==> src/rtl/raster_engine.sv <==
// raster_engine: byte-serial drawing command processor with a WIDTH x HEIGHT x BPP
// flop framebuffer and raster-order scanout.
//
// Ports:
//   clk          in   clock, rising edge
//   rst_n        in   synchronous active-low reset
//   cmd_valid    in   command byte present
//   cmd_data     in   command byte ({op,color} or {x,y})
//   cmd_ready    out  engine accepts a byte this cycle (CMD/ARG1/ARG2)
//   pixel_valid  out  scanout pixel present (registered)
//   pixel_data   out  scanout pixel value, 0 when idle (registered)
//   frame_sync   out  high with pixel (0,0) of a scanout (registered)
//   line_sync    out  high with pixel x=0 of each row (registered)
//   busy         out  FILL or SCAN in progress
module raster_engine #(
    parameter int unsigned WIDTH  = 8,
    parameter int unsigned HEIGHT = 8,
    parameter int unsigned BPP    = 4
) (
    input  logic           clk,
    input  logic           rst_n,
    input  logic           cmd_valid,
    input  logic [7:0]     cmd_data,
    output logic           cmd_ready,
    output logic           pixel_valid,
    output logic [BPP-1:0] pixel_data,
    output logic           frame_sync,
    output logic           line_sync,
    output logic           busy
);

    localparam logic [3:0] XMax = 4'(WIDTH - 1);
    localparam logic [3:0] YMax = 4'(HEIGHT - 1);

    typedef enum logic [2:0] {StCmd, StArg1, StArg2, StFill, StScan} state_t;

    state_t         r_state;
    logic [BPP-1:0] r_fb [HEIGHT][WIDTH];
    logic [BPP-1:0] r_color;
    logic           r_is_rect;
    logic           r_empty;
    logic           r_scan_end;
    logic [3:0]     r_x0, r_y0, r_x1, r_y1, r_cx, r_cy;
    logic           r_pixel_valid, r_frame_sync, r_line_sync;
    logic [BPP-1:0] r_pixel_data;

    logic           w_acc;
    logic [3:0]     w_op, w_ax, w_ay, w_x1c, w_y1c;
    logic [BPP-1:0] w_rd;
    logic           w_clear, w_we;
    logic [3:0]     w_wx, w_wy;

    assign cmd_ready   = (r_state == StCmd) || (r_state == StArg1) || (r_state == StArg2);
    assign busy        = (r_state == StFill) || (r_state == StScan);
    assign pixel_valid = r_pixel_valid;
    assign pixel_data  = r_pixel_data;
    assign frame_sync  = r_frame_sync;
    assign line_sync   = r_line_sync;

    assign w_acc = cmd_valid & cmd_ready;
    assign w_op  = cmd_data[7:4];
    assign w_ax  = cmd_data[7:4];
    assign w_ay  = cmd_data[3:0];
    assign w_x1c = (w_ax > XMax) ? XMax : w_ax;
    assign w_y1c = (w_ay > YMax) ? YMax : w_ay;

    // Scanout read mux at the cursor.
    always_comb begin
        w_rd = '0;
        for (int y = 0; y < int'(HEIGHT); y++) begin
            for (int x = 0; x < int'(WIDTH); x++) begin
                if (r_cx == 4'(x) && r_cy == 4'(y)) w_rd = r_fb[y][x];
            end
        end
    end

    // Framebuffer write port: CLEAR hits all pixels, PIXEL and FILL hit one.
    always_comb begin
        w_clear = 1'b0;
        w_we    = 1'b0;
        w_wx    = r_cx;
        w_wy    = r_cy;
        if (r_state == StCmd && w_acc && w_op == 4'd1) w_clear = 1'b1;
        if (r_state == StArg1 && w_acc && !r_is_rect && w_ax <= XMax && w_ay <= YMax) begin
            w_we = 1'b1;
            w_wx = w_ax;
            w_wy = w_ay;
        end
        if (r_state == StFill && !r_empty) w_we = 1'b1;
    end

    always_ff @(posedge clk) begin
        for (int y = 0; y < int'(HEIGHT); y++) begin
            for (int x = 0; x < int'(WIDTH); x++) begin
                if (!rst_n) begin
                    r_fb[y][x] <= '0;
                end else if (w_clear) begin
                    r_fb[y][x] <= cmd_data[BPP-1:0];
                end else if (w_we && w_wx == 4'(x) && w_wy == 4'(y)) begin
                    r_fb[y][x] <= r_color;
                end
            end
        end
    end

    always_ff @(posedge clk) begin
        if (!rst_n) begin
            r_state       <= StCmd;
            r_color       <= '0;
            r_is_rect     <= 1'b0;
            r_empty       <= 1'b0;
            r_scan_end    <= 1'b0;
            r_x0          <= '0;
            r_y0          <= '0;
            r_x1          <= '0;
            r_y1          <= '0;
            r_cx          <= '0;
            r_cy          <= '0;
            r_pixel_valid <= 1'b0;
            r_pixel_data  <= '0;
            r_frame_sync  <= 1'b0;
            r_line_sync   <= 1'b0;
        end else begin
            r_pixel_valid <= 1'b0;
            r_pixel_data  <= '0;
            r_frame_sync  <= 1'b0;
            r_line_sync   <= 1'b0;
            case (r_state)
                StCmd: begin
                    if (w_acc) begin
                        r_color <= cmd_data[BPP-1:0];
                        case (w_op)
                            4'd2, 4'd3: begin
                                r_is_rect <= (w_op == 4'd3);
                                r_state   <= StArg1;
                            end
                            4'd4: begin
                                // Pixel (0,0) is emitted at the accepting edge so the
                                // stream starts the very next cycle.
                                r_pixel_valid <= 1'b1;
                                r_pixel_data  <= r_fb[0][0];
                                r_frame_sync  <= 1'b1;
                                r_line_sync   <= 1'b1;
                                r_cx          <= 4'd1;
                                r_cy          <= 4'd0;
                                r_scan_end    <= 1'b0;
                                r_state       <= StScan;
                            end
                            default: ;
                        endcase
                    end
                end
                StArg1: begin
                    if (w_acc) begin
                        r_x0    <= w_ax;
                        r_y0    <= w_ay;
                        r_state <= r_is_rect ? StArg2 : StCmd;
                    end
                end
                StArg2: begin
                    if (w_acc) begin
                        r_x1    <= w_x1c;
                        r_y1    <= w_y1c;
                        r_cx    <= r_x0;
                        r_cy    <= r_y0;
                        // x0 beyond the array is always > clamped x1, so it is empty too.
                        r_empty <= (r_x0 > w_x1c) || (r_y0 > w_y1c);
                        r_state <= StFill;
                    end
                end
                StFill: begin
                    if (r_empty || (r_cx == r_x1 && r_cy == r_y1)) begin
                        r_state <= StCmd;
                    end else if (r_cx == r_x1) begin
                        r_cx <= r_x0;
                        r_cy <= r_cy + 4'd1;
                    end else begin
                        r_cx <= r_cx + 4'd1;
                    end
                end
                StScan: begin
                    if (r_scan_end) begin
                        r_state <= StCmd;
                    end else begin
                        r_pixel_valid <= 1'b1;
                        r_pixel_data  <= w_rd;
                        r_line_sync   <= (r_cx == 4'd0);
                        r_scan_end    <= (r_cx == XMax) && (r_cy == YMax);
                        if (r_cx == XMax) begin
                            r_cx <= 4'd0;
                            r_cy <= r_cy + 4'd1;
                        end else begin
                            r_cx <= r_cx + 4'd1;
                        end
                    end
                end
                default: r_state <= StCmd;
            endcase
        end
    end

endmodule

==> config.mk <==
export PLATFORM = sky130hd
export DESIGN_NAME = raster_engine
export DESIGN_NICKNAME = d
export VERILOG_FILES = /design/src/rtl/raster_engine.sv
export SDC_FILE = /design/constraint.sdc
export NUM_CORES = 1
export LEC_CHECK = 0
export CAP_MARGIN = 5
export CORE_UTILIZATION = 35
export DETAILED_ROUTE_END_ITERATION = 8
export PLACE_DENSITY = 0.59
export SYNTH_ARGS = -nofsm -noshare
export SYNTH_HDL_FRONTEND = slang
export SYNTH_SLANG_ARGS = --single-unit
==> constraint.sdc <==
create_clock -name clk -period 2.63 [get_ports clk]
set_input_delay 0.526 -clock clk [delete_from_list [all_inputs] [get_ports clk]]
set_output_delay 0.526 -clock clk [all_outputs]
set_load 0.01 [all_outputs]
# Yosys cells after proc, flatten, opt, wreduce, memory -nomap -nowiden
# Memory sizes are Yosys's and may differ from the RTL's.
# Index checks and enable logic that the tools add are counted.
# word_totals
ram_bits,256
reg_bits,41
input_bits,11
memories,1
# memory_table
memory,words,width,read_ports,rd_clocked_by_memory_dff,wr,line_no,source
r_fb,8,32,8,0,8,38,logic [BPP-1:0] r_fb [HEIGHT][WIDTH];
# classes
add_sub_neg,2
reduce_logical,168
n_mux,497
n_lt_le_gt_ge,6
bitwise,129
n_eq_ne,49
# ops
op,count
$mux W4,213
$mux W1,270
$logic_and A1 B1 Y1,144
$or A1 B1 Y1,128
$eq A4 B3 Y1 const B,17
$eq A4 B2 Y1 const B,10
$pmux W4 S4,2
$eq A4 B1 Y1 const B,5
$logic_not A4 Y1,4
$mux W3,5
$pmux W3 S5,1
$ne A2 B2 Y1 const B,6
$reduce_and A6 Y1,2
$add A4 B1 Y4 const B,2
$eq A4 B4 Y1,2
$gt A4 B3 Y1 const B,2
$gt A4 B4 Y1,2
$le A4 B3 Y1 const B,2
$ne A2 B1 Y1 const B,4
$pmux W4 S2,1
$reduce_and A2 Y1,4
$reduce_and A8 Y1,1
$eq A3 B2 Y1 const B,2
$pmux W1 S2,3
13 further kinds,19

# Logic depth before layout (Yosys ltp)
# depth
ltp_word,68
mapped_depth,13

# Worst setup path before layout
# No wires, ideal clock.
# synth_timing
path_type,input to register
startpoint,input port cmd_data[3]
endpoint,"memory r_fb[0][100] (netlist name), enable pin"
path_stages,8
required_time_ns,2.269
setup_time_ns,0.361
setup_slack_ns,-0.175
n_path_buf,3
arrival_ns,2.443
cell_sequence,clkbuf_1 or4_1 buf_2 nor3b_1 a31oi_1 or2_2 clkbuf_1 o21ai_0
# synth_rtl
item,line_no,source
start: declaration,23,"input logic [7:0] cmd_data,"
end: declaration,38,

# Worst setup path in the final report
# layout_timing
startpoint,register r_cy[1]
endpoint,"register r_pixel_data[1], in the netlist pixel_data[1]"
# layout_between
elab_chain_cells,68
word_cells_on_any_way,138
cone_classes,7 x eq/ne; 66 x mux; 65 x reduce/logical
# layout_rtl
item,line_no,source
start: declaration,43,"logic [3:0] r_x0, r_y0, r_x1, r_y1, r_cx, r_cy;"
start signal: assignment,165,r_cy <= r_y0;
start signal: assignment,176,r_cy <= r_cy + 4'd1;
start signal: assignment,191,r_cy <= r_cy + 4'd1;
$logic_not A4 Y1,72,if (r_cx == 4'(x) && r_cy == 4'(y)) w_rd = r_fb[y][x];
$logic_and A1 B1 Y1,72,
$mux W4 (63 in series),72,
$mux W4 (*),72,
$mux W4 (*),182,if (r_scan_end) begin
$pmux W4 S2 (*),128,case (r_state)
end signal: assignment,141,r_pixel_data <= r_fb[0][0];
end signal: assignment,186,r_pixel_data <= w_rd;
end: declaration,45,logic [BPP-1:0] r_pixel_data;
# Every way passes the cells marked *; elsewhere a longest branch is shown, timed or not.
# A chain may end at the register's enable or synchronous reset.

==> impl_metrics.toml <==
[die]
die_width_um = 216
die_area_sq_mm = 0.0465
boundaryPins = 20
placeableCoreArea_sq_mm = 0.0446
floorplan.initialDensity_pct = 35.8
rows = 77
die_h_um = 216

[placed_design]
place.detailed.hpwl_mm = 55.3
port_buffers = 19
globalplace.congestion = 1.01
dpl_worst_slack_ns = -1.27
post-place-cells = 2563

[yosys]
synth_cells = 1631
synth_top_area_share_pct = 48.2
post_synth_instance_area_sq_mm = 0.0160
yosys.cell_count.top_type = "sky130_fd_sc_hd__o21ai_0"
postSynthAreaPerCell_sq_um = 9.79
synth_top_family_by_area = "compound AO/OA/AOI/OAI gates"
yosys.area_share.simple_pct = 16.4
ys_warn_count = 0
postSynthRegisterBits = 297
synth-seq-area-share_pct = 53.3
netlist-cell-type-count = 89
post_synthesis_compound_gate_area_fraction_pct = 23.7
synth_edf_count = 256
synthTopCellsByCount = "sky130_fd_sc_hd__o21ai_0 (374), sky130_fd_sc_hd__edfxtp_1 (256), sky130_fd_sc_hd__nand2_1 (139)"
ys_async_sr_fraction_pct = 0
ys_dominant_reg_cell = "sky130_fd_sc_hd__edfxtp_1"
yosysTopAreaCell = "sky130_fd_sc_hd__edfxtp_1"
synth-adder-area-share_pct = 1.25
synth_top_cells_by_area = "sky130_fd_sc_hd__edfxtp_1 (48%), sky130_fd_sc_hd__o21ai_0 (12%), sky130_fd_sc_hd__dfxtp_1 (5.1%)"
synth.area.mux_share_pct = 0.502
post_synth_xor_area_fraction_pct = 0.549

[sta]
timing_hold_violations_final = 0
setup-violations-final = 6
max-slew-margin-rel_pct = 59.1
finalSetupTns_ns = -1.23
final_critical_path_setup_slack_ns = -0.357
timing.final.crit_share_pct = 114
final.min_clock_period_ns = 2.99
worstMarginPinSlew_ns = 0.613
setup_repair_after_global_routing_missed_its_margin = "yes"
fin_worst_skew_ns = 0.0285
final_max_slew_viol_count = 0
fmax_mhz = 335

[detailed_routing]
dr_total_vias = 16500
drt_first_pass_iters = 6
drcViolationCount = 0
detailed_route_iter0_violations = 2474
route.final.wire_length_mm = 76.4
routed_wl_per_cell_um = 28.6
via_per_inst = 6.19
drt.antenna.violating_nets = 0

[clocking]
cts_buffers = 36
cts_max_level = 2
max-clock-path-buffers = 3
worstSkewPairLatency_ns = 0.58
cts_root_buffer = "sky130_fd_sc_hd__clkbuf_16"
clk_pin_slew_worst_paths_ns = 0.06
tritoncts_num_sinks = 297
hold_buffers = 0
cts_tree = "done"

[power]
pwr-share-seq_pct = 46.0
power_w = 0.0117
power.switching_w = 0.00276
power_density_mw_per_mm2 = 501
static-leakage-power_nw = 8.84
power.combinational.fraction_pct = 8.0
share_clk_of_total_power_pct = 46.1
cellInternalPower_w = 0.00890
power.ir.vdd_worst_mv = 0.418
netSwitchingFraction_pct = 23.6

[final_layout]
fillCellCount = 3953
final_core_util_pct = 52.2
finalNetCount = 2080
final_layout_size_suffix_gt1_share_pct = 37.5
layout.cells.non_filler = 2672
areaGrowthSynthToFinish_pct = 45.9

[global_route]
globalRoute.totalOverflow = 0
first_pass_grt_wire_length_mm = 109
number_of_antenna_violations_at_the_first_check_in_global_routing = 3
via_count_of_the_first_global_routing_pass = 16000
grtUsageTotal_pct = 32.3
maximum_number_of_pins_on_one_net_before_global_route_repair = 45

[hold_path]
timing.hold.worst.start = "r_y0[0]"
worst_hold_depth = 2
worst_hold_path.endpoint = "r_y0[0]"
holdCritPathClass = "flip-flop to flip-flop"

[worst_setup_path]
critical_path.reg2reg.endpoint = "pixel_data[1]"
worst_reg2reg_setup_slack_ns = -0.36
setup.worst_path.class = "flip-flop to flip-flop"
crit_path_cells = "inv_4 > ha_4 > buf_6 > buf_4 > buf_4 > nand4bb_4 > o22a_1 > o221a_4 > nor4b_2 > a21boi_2 > or4_4 > a211oi_4 > o31a_1"
critPathMaxFanout = 4
worst_r2r_path_depth = 13
timing.critical_path.required_ns = 3.14
timing.critical_path.from_type = "flip-flop"
arrival_ns = 3.50
critical_path.n_buffers_inverters = 4
timing.critical_path.slowest_cell_delay_ns = 0.49
worstReg2RegStart = "r_cy[1]"
critical_path.top_delay_family = "compound AO/OA/AOI/OAI gates"
critPathCaptureType = "flip-flop"
critical_path.slowest_cell = "sky130_fd_sc_hd__or4_4"
crit_path_frequent_cell = "sky130_fd_sc_hd__buf_4"

[run]
timing.max_cap.violations = 0

[run_status]
failed_checks = "setup timing"
run_status = "finished with violations"
-- tightest hold or removal path, delay by kind of cell, from the launching register on --
family,cells,cell delay (ns)
AOI/OAI and AO/OA,1,0.05
DFF,1,0.33
and+or+nand+nor,1,0.06
-- layout by cell type (no fill, tap or decap), types with 10 or more instances in the layout --
cell,count
sky130_fd_sc_hd__and2_1,10
sky130_fd_sc_hd__a221oi_1,13
sky130_fd_sc_hd__o211ai_1,15
sky130_fd_sc_hd__buf_4,420
sky130_fd_sc_hd__o21ai_4,10
sky130_fd_sc_hd__buf_12,38
sky130_fd_sc_hd__inv_1,11
sky130_fd_sc_hd__edfxtp_1,256
sky130_fd_sc_hd__nand4_1,22
sky130_fd_sc_hd__buf_6,45
sky130_fd_sc_hd__nand2b_1,15
sky130_fd_sc_hd__clkbuf_16,39
sky130_fd_sc_hd__nor3_1,43
sky130_fd_sc_hd__nand2_1,118
sky130_fd_sc_hd__o22ai_1,16
sky130_fd_sc_hd__nand2_2,19
sky130_fd_sc_hd__dfxtp_1,30
sky130_fd_sc_hd__nor2_2,12
sky130_fd_sc_hd__a22oi_1,13
sky130_fd_sc_hd__o221ai_1,11
sky130_fd_sc_hd__o21ai_2,33
sky130_fd_sc_hd__o21ai_1,51
sky130_fd_sc_hd__nand3_1,40
sky130_fd_sc_hd__a21oi_1,58
sky130_fd_sc_hd__nor2_1,101
sky130_fd_sc_hd__a211oi_1,15
sky130_fd_sc_hd__nor2b_1,11
sky130_fd_sc_hd__o21ai_0,281
sky130_fd_sc_hd__clkdlybuf4s50_1,17
-- per-stage QoR --
| step | area [sq um] | hold WS, ns |
|---|---|---|
| after floorplan | 16000 | 0.449 |
| after global placement | 20300 | 0.471 |
| after detailed placement | 20300 | 0.476 |
| after CTS | 22500 | 0.484 |
| after global routing | 23300 | 0.510 |
| final | 23300 | 0.482 |
-- worst max path at each step --
stage,start,endpoint,slack (ns),depth (start not counted)
finish,r_cy[1],pixel_data[1],-0.36,13
global route,r_cx[1],pixel_data[1],-0.42,11
CTS,r_cy[1],pixel_data[1],-0.29,12
detailed placement,r_cy[1],pixel_data[1],-1.27,14
global placement,r_cy[0],pixel_data[1],-1.23,13
floorplan,cmd_data[3],r_fb[0][104],-0.12,7
-- layer usage --
metal  vias up  track usage, %  routed length [um]
met4         0            20.3                5380
met2      1084            48.2               32700
met1      8090            42.3               29500
li1       7104               -                   -
met5         -               0                   0
met3       268            7.46                8750
-- power groups by stage --
stage          sequential, W  combinational (W)  clock, W
5_1_grt              0.00536           0.000975   0.00556
4_1_cts              0.00535           0.000857   0.00539
3_5_place_dp         0.00545           0.000780         0
6_report             0.00536           0.000928   0.00537
2_1_floorplan        0.00539           0.000383         0
3_3_place_gp         0.00545           0.000768         0
-- registers in the layout, indices dropped and copies added, names as in the netlist, 3 cells and up --
name        count
r_state         3
r_cx            4
pixel_data      4
r_x0            4
r_y0            4
r_y1            4
r_fb          256
r_x1            4
r_color         4
r_cy            4
-- cells by family (layout without fill, tap and decap cells) --
logic type,after synthesis,after routing
AOI/OAI and AO/OA,634,634
xor gates and xnor gates,10,10
adders and majority gates,16,16
buffers and inverters,161,607
DFF,297,297
muxes,8,8
other,1,4
and+or+nand+nor,504,504
-- cell type report --
| type | count | area (sq um) | area share, % |
|---|---|---|---|
| flip-flops and latches | 297 | 8530 | 36.6 |
| clock buffers | 40 | 937 | 4.03 |
| clock inverters | 23 | 312 | 1.34 |
| well taps | 592 | 741 | 3.18 |
| repair buffers | 526 | 4690 | 20.1 |
| multi-input cells | 1174 | 8000 | 34.3 |
| inverters | 18 | 76.3 | 0.328 |
| diodes | 2 | 5.00 | 0.0215 |
-- what timing repair did --
item	in CTS	in global routing
hold endpoints to repair	0	0
cloned	0	2
endpoints found under the setup margin	308	475
resized for setup	195	179
setup buffers	23	25
pin swaps	34	48
Power figures use the tool's default switching activity.
